## config.mk

```make
export PLATFORM = sky130hd
export DESIGN_NAME = apb_cmd_master
export DESIGN_NICKNAME = d
export VERILOG_FILES = /design/src/rtl/apb_cmd_master.sv
export SDC_FILE = /design/constraint.sdc
export NUM_CORES = 1
export LEC_CHECK = 0
export BUFFER_PORTS_ARGS = -buffer_cell sky130_fd_sc_hd__buf_4
export CORE_ASPECT_RATIO = 1.75
export CORE_UTILIZATION = 43
export CTS_BUF_LIST = sky130_fd_sc_hd__clkbuf_4 sky130_fd_sc_hd__clkbuf_8
export CTS_CLUSTER_SIZE = 30
export DETAILED_ROUTE_END_ITERATION = 16
export HOLD_SLACK_MARGIN = 0.15
export PLACE_DENSITY = 0.79
export SKIP_LAST_GASP = 1
export SLEW_MARGIN = 30
export SYNTH_ARGS = -nofsm -noshare
export SYNTH_HDL_FRONTEND = slang
export SYNTH_SLANG_ARGS = --single-unit
```

## constraint.sdc

```tcl
create_clock -name pclk -period 1.7 [get_ports pclk]
set_input_delay 0.085 -clock pclk [delete_from_list [all_inputs] [get_ports pclk]]
set_output_delay 0.085 -clock pclk [all_outputs]
set_load 0.005 [all_outputs]
```

## src/rtl/apb_cmd_master.sv

```systemverilog
// APB4 initiator: turns a valid/ready command stream into single APB transfers
// and returns each result (read data, slave error, timeout) on a response stream.
module apb_cmd_master #(
  parameter int ADDR_W         = 32,
  parameter int DATA_W         = 32,
  parameter int TIMEOUT_CYCLES = 256
) (
  input  logic                pclk,
  input  logic                prst_n,
  input  logic                cmd_valid,
  output logic                cmd_ready,
  input  logic [ADDR_W-1:0]   cmd_addr,
  input  logic                cmd_write,
  input  logic [DATA_W-1:0]   cmd_wdata,
  input  logic [DATA_W/8-1:0] cmd_strb,
  output logic                rsp_valid,
  input  logic                rsp_ready,
  output logic [DATA_W-1:0]   rsp_rdata,
  output logic                rsp_err,
  output logic                rsp_timeout,
  output logic [ADDR_W-1:0]   m_apb_paddr,
  output logic                m_apb_psel,
  output logic                m_apb_penable,
  output logic                m_apb_pwrite,
  output logic [DATA_W-1:0]   m_apb_pwdata,
  output logic [DATA_W/8-1:0] m_apb_pstrb,
  input  logic                m_apb_pready,
  input  logic [DATA_W-1:0]   m_apb_prdata,
  input  logic                m_apb_pslverr
);

  localparam int STRB_W = DATA_W / 8;
  localparam int CNT_W  = (TIMEOUT_CYCLES > 0) ? $clog2(TIMEOUT_CYCLES + 1) : 1;
  localparam bit TO_EN  = (TIMEOUT_CYCLES > 0);
  // Counter value seen during the last ACCESS cycle that is still allowed.
  localparam logic [CNT_W-1:0] TO_LAST =
      (TIMEOUT_CYCLES > 0) ? CNT_W'(TIMEOUT_CYCLES - 1) : '0;

  typedef enum logic [1:0] {IDLE, SETUP, ACCESS, RESP} state_t;

  state_t              state_reg;
  logic                rst_done_reg;
  logic [CNT_W-1:0]    cnt_reg;
  logic                psel_reg;
  logic                penable_reg;
  logic                pwrite_reg;
  logic [ADDR_W-1:0]   paddr_reg;
  logic [DATA_W-1:0]   pwdata_reg;
  logic [STRB_W-1:0]   pstrb_reg;
  logic                rsp_valid_reg;
  logic [DATA_W-1:0]   rsp_rdata_reg;
  logic                rsp_err_reg;
  logic                rsp_timeout_reg;
  logic [STRB_W-1:0]   strb_masked;
  logic                timeout_hit;

  // Reads must present all-zero strobes on the bus.
  genvar gi;
  generate
    for (gi = 0; gi < STRB_W; gi++) begin : g_strb
      assign strb_masked[gi] = cmd_strb[gi] & cmd_write;
    end
  endgenerate

  assign timeout_hit = TO_EN && (cnt_reg == TO_LAST);

  // Held low until the first edge that sees reset released.
  assign cmd_ready = rst_done_reg && (state_reg == IDLE);

  always_ff @(posedge pclk) begin
    if (!prst_n) begin
      state_reg       <= IDLE;
      rst_done_reg    <= 1'b0;
      cnt_reg         <= '0;
      psel_reg        <= 1'b0;
      penable_reg     <= 1'b0;
      pwrite_reg      <= 1'b0;
      paddr_reg       <= '0;
      pwdata_reg      <= '0;
      pstrb_reg       <= '0;
      rsp_valid_reg   <= 1'b0;
      rsp_rdata_reg   <= '0;
      rsp_err_reg     <= 1'b0;
      rsp_timeout_reg <= 1'b0;
    end else begin
      rst_done_reg <= 1'b1;
      case (state_reg)
        IDLE: begin
          if (cmd_valid && cmd_ready) begin
            state_reg   <= SETUP;
            psel_reg    <= 1'b1;
            penable_reg <= 1'b0;
            paddr_reg   <= cmd_addr;
            pwrite_reg  <= cmd_write;
            pwdata_reg  <= cmd_wdata;
            pstrb_reg   <= strb_masked;
          end
        end
        SETUP: begin
          state_reg   <= ACCESS;
          penable_reg <= 1'b1;
          cnt_reg     <= '0;
        end
        ACCESS: begin
          if (cnt_reg != {CNT_W{1'b1}}) begin
            cnt_reg <= cnt_reg + CNT_W'(1);
          end
          // A ready completer in the final allowed cycle beats the timeout.
          if (m_apb_pready) begin
            state_reg       <= RESP;
            psel_reg        <= 1'b0;
            penable_reg     <= 1'b0;
            rsp_valid_reg   <= 1'b1;
            rsp_rdata_reg   <= pwrite_reg ? '0 : m_apb_prdata;
            rsp_err_reg     <= m_apb_pslverr;
            rsp_timeout_reg <= 1'b0;
          end else if (timeout_hit) begin
            state_reg       <= RESP;
            psel_reg        <= 1'b0;
            penable_reg     <= 1'b0;
            rsp_valid_reg   <= 1'b1;
            rsp_rdata_reg   <= '0;
            rsp_err_reg     <= 1'b1;
            rsp_timeout_reg <= 1'b1;
          end
        end
        RESP: begin
          if (rsp_ready) begin
            state_reg       <= IDLE;
            rsp_valid_reg   <= 1'b0;
            rsp_rdata_reg   <= '0;
            rsp_err_reg     <= 1'b0;
            rsp_timeout_reg <= 1'b0;
          end
        end
        default: state_reg <= IDLE;
      endcase
    end
  end

  assign m_apb_psel    = psel_reg;
  assign m_apb_penable = penable_reg;
  assign m_apb_pwrite  = pwrite_reg;
  assign m_apb_paddr   = paddr_reg;
  assign m_apb_pwdata  = pwdata_reg;
  assign m_apb_pstrb   = pstrb_reg;
  assign rsp_valid     = rsp_valid_reg;
  assign rsp_rdata     = rsp_rdata_reg;
  assign rsp_err       = rsp_err_reg;
  assign rsp_timeout   = rsp_timeout_reg;

endmodule

```

==> impl_metrics.prom <==
# TYPE chip_impl_metric gauge
chip_impl_info{name="status",value="complete, but fails checks"} 1
chip_impl_info{name="violations",value="setup timing"} 1
chip_impl_metric{name="seq_area",unit="sq um"} 2370
chip_impl_metric{name="post_synth.cell_area_avg",unit="sq um"} 9.07
chip_impl_metric{name="number_of_antenna_violations_at_the_first_check_in_global_routing",unit=""} 0
chip_impl_metric{name="drive_above_1_share",unit=""} 0.372
chip_impl_metric{name="avgRoutedWirePerCell",unit="um"} 17.0
chip_impl_info{name="cts_root_buf",value="clkbuf_8"} 1
chip_impl_metric{name="mapped_cells",unit=""} 478
chip_impl_metric{name="clock-skew-final",unit="ns"} 0.0129
chip_impl_metric{name="irDropWorstVdd",unit="V"} 0.000933
chip_impl_metric{name="critical_path_arrival",unit="ns"} 2.08
chip_impl_metric{name="via_count_of_the_first_global_routing_pass",unit=""} 5046
chip_impl_metric{name="max_freq",unit="MHz"} 561
chip_impl_metric{name="setup_slack",unit="ns"} -0.0813
chip_impl_metric{name="hpwlAfterDp",unit="mm"} 8.89
chip_impl_info{name="worstSetupPathType",value="reg -> reg"} 1
chip_impl_metric{name="setup_viol_count_final",unit=""} 33
chip_impl_metric{name="finalWirelength",unit="mm"} 16.2
chip_impl_metric{name="grt_util_met3",unit=""} 0.0980
chip_impl_info{name="startpoint",value="cnt_reg[3]"} 1
chip_impl_metric{name="finalWeightedCongestion",unit=""} 0.821
chip_impl_metric{name="routed_via_density",unit=""} 5.13
chip_impl_metric{name="synth_seq_area_share",unit=""} 0.545
chip_impl_info{name="ys.flop_type",value="dfxtp_1"} 1
chip_impl_metric{name="clkLatencyLatePin",unit="ns"} 0.43
chip_impl_metric{name="worst_pin_slew",unit="ns"} 0.305
chip_impl_metric{name="chipWidth",unit="um"} 77.9
chip_impl_metric{name="post_synth_instance_area",unit="sq um"} 4340
chip_impl_info{name="highest_count_cells_in_the_layout_ignoring_fill_and_taps",value="240 x buf_4, 149 x nand2_1, 113 x dfxtp_1"} 1
chip_impl_metric{name="synth_enable_flop_cells",unit=""} 0
chip_impl_info{name="launch_point_of_the_worst_reg_to_reg_path",value="cnt_reg[3]"} 1
chip_impl_metric{name="finalPower",unit="uW"} 8910
chip_impl_metric{name="grt_start_max_net_pins",unit=""} 63
chip_impl_info{name="path_delay_family",value="simple AND/OR/NAND/NOR gates"} 1
chip_impl_metric{name="drc_errors",unit=""} 0
chip_impl_info{name="global_route.peak_usage_layer",value="met2"} 1
chip_impl_metric{name="hold_slack",unit="ns"} 0.169
chip_impl_info{name="cp-end-kind",value="register"} 1
chip_impl_metric{name="final_nets",unit=""} 934
chip_impl_metric{name="static-leakage-power",unit="uW"} 0.00354
chip_impl_metric{name="power.density",unit="nW/um^2"} 1120
chip_impl_metric{name="clk_pin_slew_worst_paths",unit="ns"} 0.07
chip_impl_metric{name="critical_path_peak_fanout",unit=""} 8
chip_impl_metric{name="via_count",unit=""} 4904
chip_impl_metric{name="yosysUniqueCellTypes",unit=""} 37
chip_impl_metric{name="cts_made_buffers",unit=""} 17
chip_impl_metric{name="critPathRequiredTime",unit="ns"} 2.00
chip_impl_metric{name="core.rowCount",unit=""} 48
chip_impl_metric{name="post_synthesis_register_bit_count",unit=""} 118
chip_impl_metric{name="final-instance-count-excl-fill",unit=""} 956
chip_impl_metric{name="grt_overflow_total",unit=""} 0
chip_impl_metric{name="period_share",unit=""} 1.05
chip_impl_info{name="crit_path_start_kind",value="register"} 1
chip_impl_metric{name="area_growth_from_synthesis_to_final_layout",unit="%"} 84.1
chip_impl_metric{name="initial_core_util",unit=""} 0.440
chip_impl_metric{name="slew_violations",unit=""} 0
chip_impl_metric{name="number_of_iterations_in_the_first_detailed_routing_pass",unit=""} 5
chip_impl_metric{name="filler_cell_count",unit=""} 548
chip_impl_info{name="critical-path-slowest-cell",value="dfxtp_2"} 1
chip_impl_metric{name="worst_path_largest_cell_delay",unit="ns"} 0.33
chip_impl_metric{name="final_period_minus_worst_setup_slack",unit="ns"} 1.78
chip_impl_metric{name="grt_use_met1",unit=""} 0.289
chip_impl_metric{name="relSlewSlack",unit=""} 0.795
chip_impl_metric{name="max-clock-path-buffers",unit=""} 2
chip_impl_info{name="worstPathCellList",value="and4_4, nand2_4, nor2_4, ha_4, nor3b_4, nor3_4, nor2_4, buf_12, a22o_1"} 1
chip_impl_info{name="most_common_library_cell_in_the_layout_ignoring_fill_and_taps",value="buf_4"} 1
chip_impl_metric{name="num_io_pins",unit=""} 214
chip_impl_info{name="hp-class",value="in -> reg"} 1
chip_impl_metric{name="numPortBuffers",unit=""} 213
chip_impl_metric{name="final_count_of_hold_timing_violations",unit=""} 0
chip_impl_metric{name="wire_length_of_the_first_global_routing_pass",unit="mm"} 24.1
chip_impl_metric{name="dieArea",unit="sq um"} 10500
chip_impl_metric{name="postSynth.asyncResetShare",unit=""} 0
chip_impl_metric{name="die_h",unit="um"} 135
chip_impl_metric{name="yosysWarnings",unit=""} 0
chip_impl_metric{name="maxCapViolations",unit=""} 0
chip_impl_metric{name="gr-usage-all-layers",unit=""} 0.296
chip_impl_metric{name="numClockSinks",unit=""} 118
chip_impl_info{name="clock_tree_from_tritoncts",value="done"} 1
chip_impl_metric{name="antenna_cells_inserted",unit=""} 0
chip_impl_info{name="hold_start",value="cmd_valid"} 1
chip_impl_info{name="path_common_cell",value="nor2_4"} 1
chip_impl_info{name="rsz_0062_raised_after_global_routing",value="true"} 1
chip_impl_metric{name="globalRouteMet2Util",unit=""} 0.571
chip_impl_metric{name="drtIter0Drc",unit=""} 206
chip_impl_metric{name="antenna_left",unit=""} 0
chip_impl_metric{name="core_region_area",unit="sq um"} 9850
chip_impl_metric{name="path_buf_inv",unit=""} 1
chip_impl_metric{name="syn-num-nets",unit=""} 594
chip_impl_metric{name="combined_area_of_the_multi_input_logic_cells",unit="sq um"} 1950
chip_impl_metric{name="h-tree-depth",unit=""} 4
chip_impl_metric{name="place_inst",unit=""} 813
routing by layer:
layer	wire [um]	share of wire
met1	5720	0.35
met2	8830	0.54
met3	1230	0.076
met4	442	0.027
met5	0	0
kinds of logic after synthesis:
| group | count (synthesis) | share of synthesized area |
|---|---|---|
| AOI/OAI and AO/OA | 121 | 0.197 |
| adders and majority gates | 9 | 0.0260 |
| DFF | 118 | 0.545 |
| muxes | 4 | 0.00952 |
| and+or+nand+nor | 190 | 0.187 |
| buffers and inverters | 36 | 0.0364 |
through the flow:
| stage | TNS (ns) | area (sq um) | util | worst slack, ns |
|---|---|---|---|---|
| 3_5_place_dp | -0.842 | 6250 | 0.634 | -0.0945 |
| 5_1_grt | -4.34 | 7990 | 0.811 | -0.151 |
| 4_1_cts | -1.21 | 7830 | 0.795 | -0.0610 |
| 6_report | -1.73 | 7990 | 0.811 | -0.0813 |
| 3_3_place_gp | 0 | 6250 | 0.634 | 0.0282 |
| 2_1_floorplan | -0.611 | 4360 | - | -0.0204 |
cells in the mapped netlist, types with 2 or more instances:
cell type	number	area, sq um
inv_1	4	15.0
nand4_1	2	12.5
buf_2	9	45.0
buf_4	3	22.5
and2_1	3	18.8
clkbuf_1	19	71.3
mux2i_1	3	30.0
ha_1	9	113
nand3_1	10	50.1
a21oi_1	34	170
nand2b_1	2	12.5
o21ai_0	6	30.0
nand2_1	151	567
a22o_1	32	280
nor3_1	2	10.0
nor2b_1	5	31.3
a21boi_0	41	308
nor2_1	6	22.5
dfxtp_1	118	2360
o211a_1	2	20.0
worst min-delay path, stage by stage:
cell and delay, ns:
buf_4 0.12, and3_4 0.21, nand2_1 0.07, a21boi_0 0.06
cell type report:
cell class / instances / area share
Clock buffer: 22 / 0.0379
Clock inverter: 10 / 0.0238
Inverter: 5 / 0.00235
Multi-Input combinational cell: 324 / 0.245
Sequential cell: 118 / 0.297
Tap cell: 125 / 0.0196
Timing Repair Buffer: 352 / 0.375
path summary, 6_finish.rpt:
| check | endpoint | slack, ns | cells past startpoint |
|---|---|---|---|
| max reg2reg | rsp_rdata[22] | -0.08 | 9 |
| min | m_apb_paddr[27] | 0.17 | 4 |
| min reg2reg | m_apb_pwdata[20] | 0.46 | 2 |
| max | rsp_rdata[22] | -0.08 | 9 |
report_power, final:
part           internal [uW]  switching (uW)
sequential              3080             215
clock                   1950            1150
combinational           1320            1190
total                   6350            2560
timing repair:
item	4_1_cts	5_1_grt
hold buffers	103	1
pin swaps	4	16
gates cloned	0	3
resized for setup	11	13
buffers inserted	2	3
endpoints found under the setup margin	36	84
hold endpoints to repair	111	1
(Power assumes the default switching activity.)
